[src/rtl/xmem_regbank.sv]
// xmem_regbank: AVR external-memory peripheral register bank.
// Latches the multiplexed AVR address and synchronises the read and write strobes
// into clk. It decodes a 256-byte window holding the motor, encoder, servo, digital
// and version registers. All state changes on posedge clk.
module xmem_regbank #(
    parameter logic [7:0] BASE_HI = 8'h11,
    parameter int         N_MOT   = 6,
    parameter int         N_ENC   = 4,
    parameter int         N_SRV   = 6,
    parameter int         SRV_W   = 10,
    parameter int         SRV_RST = 0,
    parameter logic [7:0] VER_MAJ = 8'h00,
    parameter logic [7:0] VER_MIN = 8'h07
) (
    input  logic                     clk,
    input  logic                     rst,
    input  logic [7:0]               ad_in,
    output logic [7:0]               ad_out,
    output logic                     ad_oe,
    input  logic [7:0]               a_hi,
    input  logic                     ale,
    input  logic                     nRD,
    input  logic                     nWR,
    output logic [7:0]               aout,
    output logic                     ramce,
    output logic [2*N_MOT-1:0]       mot_ctl,
    output logic [8*N_MOT-1:0]       mot_vel,
    input  logic [16*N_ENC-1:0]      enc_cnt,
    output logic [SRV_W*N_SRV-1:0]   srv_pos,
    input  logic [7:0]               digital
);

    logic [15:0] addr_reg;
    logic [7:0]  wdat_reg;
    logic        nrd_s1_reg;
    logic        nrd_s2_reg;
    logic        nwr_s1_reg;
    logic        nwr_s2_reg;
    logic [7:0]  rdata_next;

    logic [1:0]       mot_ctl_reg [N_MOT];
    logic [7:0]       mot_vel_reg [N_MOT];
    logic [15:0]      enc_hold_reg [N_ENC];
    logic [7:0]       srv_lo_reg [N_SRV];
    logic [SRV_W-1:0] srv_pos_reg [N_SRV];
    logic [7:0]       srv_hi [N_SRV];

    logic       hit;
    logic [7:0] off;
    logic       wr_commit;
    logic       rd_strobe;

    assign hit   = (addr_reg[15:8] == BASE_HI);
    assign off   = addr_reg[7:0];
    assign aout  = addr_reg[7:0];
    assign ramce = ~addr_reg[15];

    // Write commits on the synchronised rising edge of nWR; reads fire on the falling
    // edge of nRD. A read is blocked while nWR is also low.
    assign wr_commit = hit & nwr_s1_reg & ~nwr_s2_reg;
    assign rd_strobe = hit & ~nrd_s1_reg & nrd_s2_reg & nwr_s1_reg;
    assign ad_oe     = hit & ~nrd_s1_reg & nwr_s1_reg;

    // Address latch: follows the bus while ale is high and holds while it is low.
    always_ff @(posedge clk) begin
        if (rst) begin
            addr_reg <= 16'hFFFF;
        end else if (ale) begin
            addr_reg <= {a_hi, ad_in};
        end
    end

    // Two-flop strobe synchronisers. Reset to idle-high so that any edge in flight
    // is discarded.
    always_ff @(posedge clk) begin
        if (rst) begin
            nrd_s1_reg <= 1'b1;
            nrd_s2_reg <= 1'b1;
            nwr_s1_reg <= 1'b1;
            nwr_s2_reg <= 1'b1;
        end else begin
            nrd_s1_reg <= nRD;
            nrd_s2_reg <= nrd_s1_reg;
            nwr_s1_reg <= nWR;
            nwr_s2_reg <= nwr_s1_reg;
        end
    end

    // Write data tracks the bus while the synchronised nWR is low. The last sample
    // taken is the one that gets committed.
    always_ff @(posedge clk) begin
        if (rst) begin
            wdat_reg <= 8'h00;
        end else if (!nwr_s1_reg) begin
            wdat_reg <= ad_in;
        end
    end

    // Read data register: loaded once per read access from the decoded register.
    always_ff @(posedge clk) begin
        if (rst) begin
            ad_out <= 8'h00;
        end else if (rd_strobe) begin
            ad_out <= rdata_next;
        end
    end

    genvar gi;

    // Motor channels: ctl at offset 2i (2 bits), velocity at offset 2i+1.
    generate
        for (gi = 0; gi < N_MOT; gi++) begin : g_mot
            localparam logic [7:0] OFF_CTL = 8'(2 * gi);
            localparam logic [7:0] OFF_VEL = 8'(2 * gi + 1);

            // Register the commit for this channel's ctl or velocity byte.
            always_ff @(posedge clk) begin
                if (rst) begin
                    mot_ctl_reg[gi] <= 2'b00;
                    mot_vel_reg[gi] <= 8'h00;
                end else if (wr_commit) begin
                    if (off == OFF_CTL) begin
                        mot_ctl_reg[gi] <= wdat_reg[1:0];
                    end
                    if (off == OFF_VEL) begin
                        mot_vel_reg[gi] <= wdat_reg;
                    end
                end
            end

            assign mot_ctl[2*gi +: 2] = mot_ctl_reg[gi];
            assign mot_vel[8*gi +: 8] = mot_vel_reg[gi];
        end
    endgenerate

    // Encoder channels: reading the low byte snapshots the full count. The high
    // byte is then served from that snapshot, so a 16-bit read stays coherent.
    generate
        for (gi = 0; gi < N_ENC; gi++) begin : g_enc
            localparam logic [7:0] OFF_LO = 8'(8'h20 + 2 * gi);

            // Capture the whole count when its low byte is read.
            always_ff @(posedge clk) begin
                if (rst) begin
                    enc_hold_reg[gi] <= 16'h0000;
                end else if (rd_strobe && off == OFF_LO) begin
                    enc_hold_reg[gi] <= enc_cnt[16*gi +: 16];
                end
            end
        end
    endgenerate

    // Servo channels: the low byte is staged first. Writing the high byte then
    // loads the complete position in a single cycle.
    generate
        for (gi = 0; gi < N_SRV; gi++) begin : g_srv
            localparam logic [7:0] OFF_LO = 8'(8'h40 + 2 * gi);
            localparam logic [7:0] OFF_HI = 8'(8'h40 + 2 * gi + 1);

            // Stage the low byte and commit the full position on a high-byte write.
            always_ff @(posedge clk) begin
                if (rst) begin
                    srv_lo_reg[gi]  <= 8'h00;
                    srv_pos_reg[gi] <= SRV_W'(SRV_RST);
                end else if (wr_commit) begin
                    if (off == OFF_LO) begin
                        srv_lo_reg[gi] <= wdat_reg;
                    end
                    if (off == OFF_HI) begin
                        srv_pos_reg[gi] <= {wdat_reg[SRV_W-9:0], srv_lo_reg[gi]};
                    end
                end
            end

            assign srv_hi[gi] = 8'(srv_pos_reg[gi][SRV_W-1:8]);
            assign srv_pos[SRV_W*gi +: SRV_W] = srv_pos_reg[gi];
        end
    endgenerate

    // Read decode. Offsets that are unmapped or past the channel count read as zero.
    always_comb begin
        rdata_next = 8'h00;
        for (int i = 0; i < N_MOT; i++) begin
            if (off == 8'(2 * i))     rdata_next = {6'b000000, mot_ctl_reg[i]};
            if (off == 8'(2 * i + 1)) rdata_next = mot_vel_reg[i];
        end
        for (int i = 0; i < N_ENC; i++) begin
            if (off == 8'(8'h20 + 2 * i))     rdata_next = enc_cnt[16*i +: 8];
            if (off == 8'(8'h20 + 2 * i + 1)) rdata_next = enc_hold_reg[i][15:8];
        end
        for (int i = 0; i < N_SRV; i++) begin
            if (off == 8'(8'h40 + 2 * i))     rdata_next = srv_lo_reg[i];
            if (off == 8'(8'h40 + 2 * i + 1)) rdata_next = srv_hi[i];
        end
        if (off == 8'h60) rdata_next = digital;
        if (off == 8'hFE) rdata_next = VER_MAJ;
        if (off == 8'hFF) rdata_next = VER_MIN;
    end

endmodule
[config.mk]
export PLATFORM = sky130hd
export DESIGN_NAME = xmem_regbank
export DESIGN_NICKNAME = d
export VERILOG_FILES = /design/src/rtl/xmem_regbank.sv
export SDC_FILE = /design/constraint.sdc
export NUM_CORES = 1
export LEC_CHECK = 0
export BUFFER_PORTS_ARGS = -buffer_cell sky130_fd_sc_hd__buf_4
export CORE_MARGIN = 2
export CORE_UTILIZATION = 50
export DETAILED_ROUTE_END_ITERATION = 6
export PLACE_DENSITY = 0.75
export SLEW_MARGIN = 15
export SYNTH_ARGS = -nofsm -noshare
export SYNTH_HDL_FRONTEND = slang
export SYNTH_SLANG_ARGS = --single-unit
[constraint.sdc]
create_clock -name clk -period 2.9 [get_ports clk]
set_input_delay 0.435 -clock clk [delete_from_list [all_inputs] [get_ports clk]]
set_output_delay 0.435 -clock clk [all_outputs]
set_load 0.02 [all_outputs]
==> Yosys cells after proc, flatten, opt, wreduce, memory -nomap -nowiden <==
Memories as Yosys holds them, arrays and structs flattened.
Cells that the tools add are included.
Widths: inputs -> output; s select.
{ "totals": {"reg_bits": 36, "mem_bits_rw": 232, "output_inout_bits": 138, "mem_count": 5} }
{ "mem_list": {"columns": ["name", "words", "width", "read_ports", "rd_clocked_by_memory_dff", "wr", "line", "rtl"], "rows": [
  ["enc_hold_reg", 4, 16, 4, 0, 4, "43", "logic [15:0] enc_hold_reg [N_ENC];"],
  ["srv_pos_reg", 6, 10, 6, 0, 6, "45", "logic [SRV_W-1:0] srv_pos_reg [N_SRV];"],
  ["mot_vel_reg", 6, 8, 6, 0, 6, "42", "logic [7:0] mot_vel_reg [N_MOT];"],
  ["srv_lo_reg", 6, 8, 6, 0, 6, "44", "logic [7:0] srv_lo_reg [N_SRV];"],
  ["mot_ctl_reg", 6, 2, 6, 0, 6, "41", "logic [1:0] mot_ctl_reg [N_MOT];"]
]} }
{ "op_classes": {"n_eq_ne": 35, "mux": 173, "n_bitwise": 37, "n_reduce_logical": 5} }
{ "ops": {"columns": ["op", "count"], "rows": [
  ["$mux 8", 46],
  ["$mux 1", 110],
  ["$eq 8x7->1 const B", 13],
  ["$eq 8x6->1 const B", 8],
  ["$mux 16", 4],
  ["$mux 10", 6],
  ["$eq 8x3->1 const B", 4],
  ["$eq 8x4->1 const B", 4],
  ["$or 1x1->1", 28],
  ["$eq 8x2->1 const B", 2],
  ["$eq 8x8->1 const B", 2],
  ["$mux 2", 7],
  ["$eq 8x1->1 const B", 1],
  ["$eq 8x5->1 const B", 1],
  ["$logic_not 8->1", 1],
  ["$and 1x1->1", 6],
  ["$logic_and 1x1->1", 4],
  ["$not 1->1", 3]
]} }

==> Longest topological paths before layout <==
{ "depth": {"depth_word": 36, "mapped_depth": 10} }

==> Worst setup path after synthesis <==
OpenSTA, ideal clock, no wires.
{ "synth_path": {"path_type": "reg-to-reg", "start": "register nwr_s1_reg", "end": "memory srv_pos_reg[1][0], enable pin", "t_arrival_ps": 2301, "path_slack_ps": 205, "path_stages_with_launch": 8, "period_less_slack_ps": 2695, "path_cell_list": "dfxtp_1 > buf_2 > and3b_1 > nand3_1 > or2_1 > buf_4 > clkbuf_1 > o31ai_1"} }
{ "synth_rtl": {"columns": ["item", "line", "rtl"], "rows": [
  ["from (decl)", "37", "logic nwr_s1_reg;"],
  ["from (signal assigned)", "84", "nwr_s1_reg <= nWR;"],
  ["to (decl)", "45", null]
]} }

==> Worst setup path after layout <==
{ "layout_path": {"start": "register addr_reg[0]", "end": "register ad_out[3]"} }
{ "layout_between": {"elab_chain_len": 35, "elab_cells_between_ends": 68} }
{ "layout_rtl": {"columns": ["item", "line", "rtl"], "rows": [
  ["from (decl)", "33", "logic [15:0] addr_reg;"],
  ["from (signal assigned)", "69", "addr_reg <= {a_hi, ad_in};"],
  ["$eq 8x1->1", "185", "if (off == 8'(2 * i + 1)) rdata_next = mot_vel_reg[i];"],
  ["$mux 8", "185", null],
  ["$mux 8", "184", "if (off == 8'(2 * i)) rdata_next = {6'b000000, mot_ctl_reg[i]};"],
  ["$mux 8", "185", null],
  ["$mux 8", "184", null],
  ["$mux 8", "185", null],
  ["$mux 8", "184", null],
  ["$mux 8", "185", null],
  ["[... 19 more ...]", null, null],
  ["$mux 8", "193", "if (off == 8'(8'h40 + 2 * i + 1)) rdata_next = srv_hi[i];"],
  ["$mux 8", "192", "if (off == 8'(8'h40 + 2 * i)) rdata_next = srv_lo_reg[i];"],
  ["$mux 8", "193", null],
  ["$mux 8", "192", null],
  ["$mux 8", "193", null],
  ["$mux 8", "195", "if (off == 8'h60) rdata_next = digital;"],
  ["$mux 8", "196", "if (off == 8'hFE) rdata_next = VER_MAJ;"],
  ["$mux 8 *", "197", "if (off == 8'hFF) rdata_next = VER_MIN;"],
  ["to (signal assigned)", "104", "ad_out <= rdata_next;"],
  ["to (decl)", "18", "output logic [7:0] ad_out,"]
]} }
Mark *: on every way between the ends. The rest lies on a longest branch, timed or not.
A chain may end at the register's enable or synchronous reset.

==> summary.txt <==
Status
  – Status: finished, final reports clean

Floorplanning
  – DIE HEIGHT: 154.0 um
  – Row count: 54
  – Die area: 23,710 um2
  – IO Pins: 231
  – Initial core utilization: 51.22%
  – Die width: 154.0 um
  – Core area: 21,960 um2

Timing
  – Final TNS setup: 0 ps
  – Slew @ Worst Pin: 912.5 ps
  – Final min period: 2808 ps
  – Final Cycle Share: 96.82%
  – Max Clock Freq: 356.2 MHz
  – RSZ-0062 raised after global routing: false
  – Fin. max-slew vios: 0
  – Rel. slew slack: 39.08%
  – Clk_skew: 10.41 ps
  – Final hold violation count: 0
  – Final Setup Violations: 0

Clock tree
  – Latest clock arrival within the worst-skew pair: 530 ps
  – CTS tree: done
  – CTS Hold Buffers Added: 0
  – Clock sink count: 236
  – Number of buffers created by CTS: 25
  – Root buffer cell: clkbuf_16
  – H-tree level count: 1
  – Clk slew on worst S/H paths: 60 ps
  – Max clock buf depth: 3

Power
  – Power per cell area: 530.8 nW/um2
  – Leak pwr: 0.006153 uW
  – Worst ir drop on vdd: 0.3885 mV

Finish
  – Post-route insts no fill: 1,515
  – Area grow syn2layout: 27.88%
  – Design area: 14,380 um2
  – # fillers: 1,732
  – Number of flip-flops in the largest register: 60
  – Final core utilization: 65.50%
  – Final nets: 1,312
  – Antenna cells: 0
  – Layout cells sized above 1: 30.85%

Flow run
  – MaxCap Viol Count: 0

Setup path
  – Critical path type: reg2reg
  – Reg-to-Reg End: ad_out[3]
  – Worst Reg2Reg Path Length in Cells: 9
  – Worst setup startpoint: addr_reg[0]
  – CP delay by family, top: compound AO/OA/AOI/OAI gates
  – Crit path to: ad_out[3]
  – CP Capture Type: flip-flop
  – Most used cell, CP: buf_4
  – CP Max Fanout: 14
  – WP data required: 3310 ps
  – Crit start category: flip-flop
  – Reg2reg start: addr_reg[0]
  – Buffers and inverters on the worst path: 2
  – Critical Path Max Stage Delay: 520 ps
  – Slowest stage cell, crit path: a221oi_1
  – Critical path depth: 9
  – Reg2reg setup slack: 90 ps
  – Worst Path Arrival: 3220 ps
  – Worst path cell trace: buf_4 -> nor4bb_2 -> buf_4 -> a22oi_1 -> o21ai_0 -> a221oi_1 -> a21oi_1 -> a2111oi_0 -> o31ai_1

Logic synthesis
  – Post-synth top area cell: edfxtp_1
  – Synth Register Bits: 236
  – Register area share after synthesis: 59.81%
  – Syn avg cell area: 11.67 um2
  – Synth warnings: 0
  – Top cell type's share of synthesized area: 53.40%
  – Mapped Area: 11,250 um2
  – EDFF count, synth: 200
  – Cell count after synthesis: 964
  – Synth Flop Type: edfxtp_1
  – Share of async-settable or async-resettable flops after synthesis: 0%
  – Syn Nets: 1,057
  – Top cells by area, synth: edfxtp_1 (53%), dfxtp_1 (6.4%), and3_1 (5.4%)
  – Post-synth cell types: 76

Place
  – Placed Area: 13,590 um2
  – Detailed Place HPWL: 28.75 mm
  – IO Port Bufs: 230
  – Routability cong.: 1.024
  – Placed Instances: 1,472

Route
  – Drt wl/cell: 25.16 um
  – Remaining DRCs: 0
  – Vias per Instance: 6.176
  – Initial DRC Count: 1,132
  – WL final: 38.12 mm
  – Antenna-violating nets left: 0
  – Detailed-route via count: 9,357
  – First-pass detailed-route iteration total: 5

Global route
  – Grt ovf: 0
  – Global-route wire length before repair: 56.38 mm
  – Global Route Usage Sum: 31.63%
  – Antenna violations before repair: 1
  – Largest net degree at the start of global routing: 80
  – Vias in the first global route: 9,186

Hold path
  – Worst min path class: in2reg
cell usage in the layout (no fill, tap or decap), drive strengths merged, types with 7 or more instances in the layout:
| cell type | netlist | layout |
|---|---|---|
| o22ai | 14 | 14 |
| nor3 | 16 | 16 |
| dfxtp | 36 | 36 |
| buf | 38 | 316 |
| nor2b | 10 | 10 |
| nor4 | 7 | 7 |
| o211ai | 7 | 7 |
| clkbuf | 50 | 33 |
| mux2i | 31 | 31 |
| nand2 | 74 | 74 |
| o31ai | 16 | 16 |
| a221oi | 12 | 12 |
| a21oi | 33 | 33 |
| a22o | 9 | 9 |
| and2 | 94 | 94 |
| o21ai | 33 | 33 |
| and3 | 97 | 97 |
| inv | 6 | 7 |
| nor2 | 64 | 64 |
| edfxtp | 200 | 200 |
| clkinv | 0 | 8 |
| a22oi | 17 | 17 |
| nand3 | 14 | 14 |
Yosys cell counts, types with 3 or more instances:
master     instances
nand2b_1           6
o221ai_1           4
a21o_1             4
a221oi_1          12
inv_1              6
mux2i_1           31
clkbuf_1          48
o211ai_1           7
edfxtp_1         200
buf_1              3
nor3_1            11
a222oi_1           5
mux4_2             4
a32oi_1            4
nor2_1            62
and2_1            94
a21oi_1           33
o21ai_0           32
buf_2             22
buf_4             10
a211oi_1           3
nor4b_1            3
a2111oi_0          5
dfxtp_1           36
nand2_1           74
or4b_1             3
or3_1              3
buf_6              3
or2_2              4
a22oi_1           17
o31ai_1           15
o22ai_1           14
a22o_1             9
nor3_4             3
nor2b_1           10
nand3_1           14
and3_1            97
nor4_1             5
logic make-up (layout without fill, tap and decap cells):
group / after synthesis / after routing / share of synthesized area, %
and+or+nand+nor: 413 / 413 / 21.09
DFF: 236 / 236 / 59.81
AOI/OAI and AO/OA: 184 / 184 / 11.43
buffers and inverters: 94 / 365 / 3.938
muxes: 36 / 36 / 3.660
xor gates and xnor gates: 1 / 1 / 0.07789
power by group:
group | switching [uW] | leakage [uW] | internal [uW]
sequential | 127 | 0.00236 | 3790
combinational | 382 | 0.00341 | 293
clock | 1320 | 0.000383 | 1730
worst min-delay path by stage:
stage	start	end	slack [ps]	depth (start not counted)
after global routing	nWR	nwr_s1_reg	80	2
after CTS	nWR	nwr_s1_reg	70	2
after global placement	addr_reg[8]	addr_reg[8]	450	2
after detailed placement	addr_reg[10]	addr_reg[10]	460	2
final	nWR	nwr_s1_reg	80	2
after floorplan	addr_reg[12]	addr_reg[12]	430	2
stage by stage:
step	power [uW]	hold WS [ps]	setup WS, ps
after floorplan	4254	432.9	205.3
after global placement	4636	448.9	45.05
after detailed placement	4643	463.8	95.06
after CTS	7640	71.84	68.87
after global routing	7840	77.32	16.94
final	7634	83.63	92.20
what timing repair did:
action	4_1_cts	5_1_grt
gates resized for setup	0	2
setup endpoints to repair	0	4
buffers inserted	0	0
layout make-up:
type	count	area [um2]	area share, %
Multi-Input combinational cell	634	4091	28.45
Clock inverter	10	65.06	0.4524
Tap cell	280	350.3	2.436
Inverter	6	22.52	0.1566
Sequential cell	236	6728	46.78
Timing Repair Buffer	316	2410	16.76
Clock buffer	33	715.7	4.976
per-layer routing:
layer  track usage [%]  up-vias  routed length [um]
met4             12.46        0                1576
met2             48.60      644               17220
met1             44.09     4482               14710
met5                 0        -                   0
li1                  -     4133                   -
met3             6.933       98                4613
Note: power is estimated with default switching activity, not from simulation.
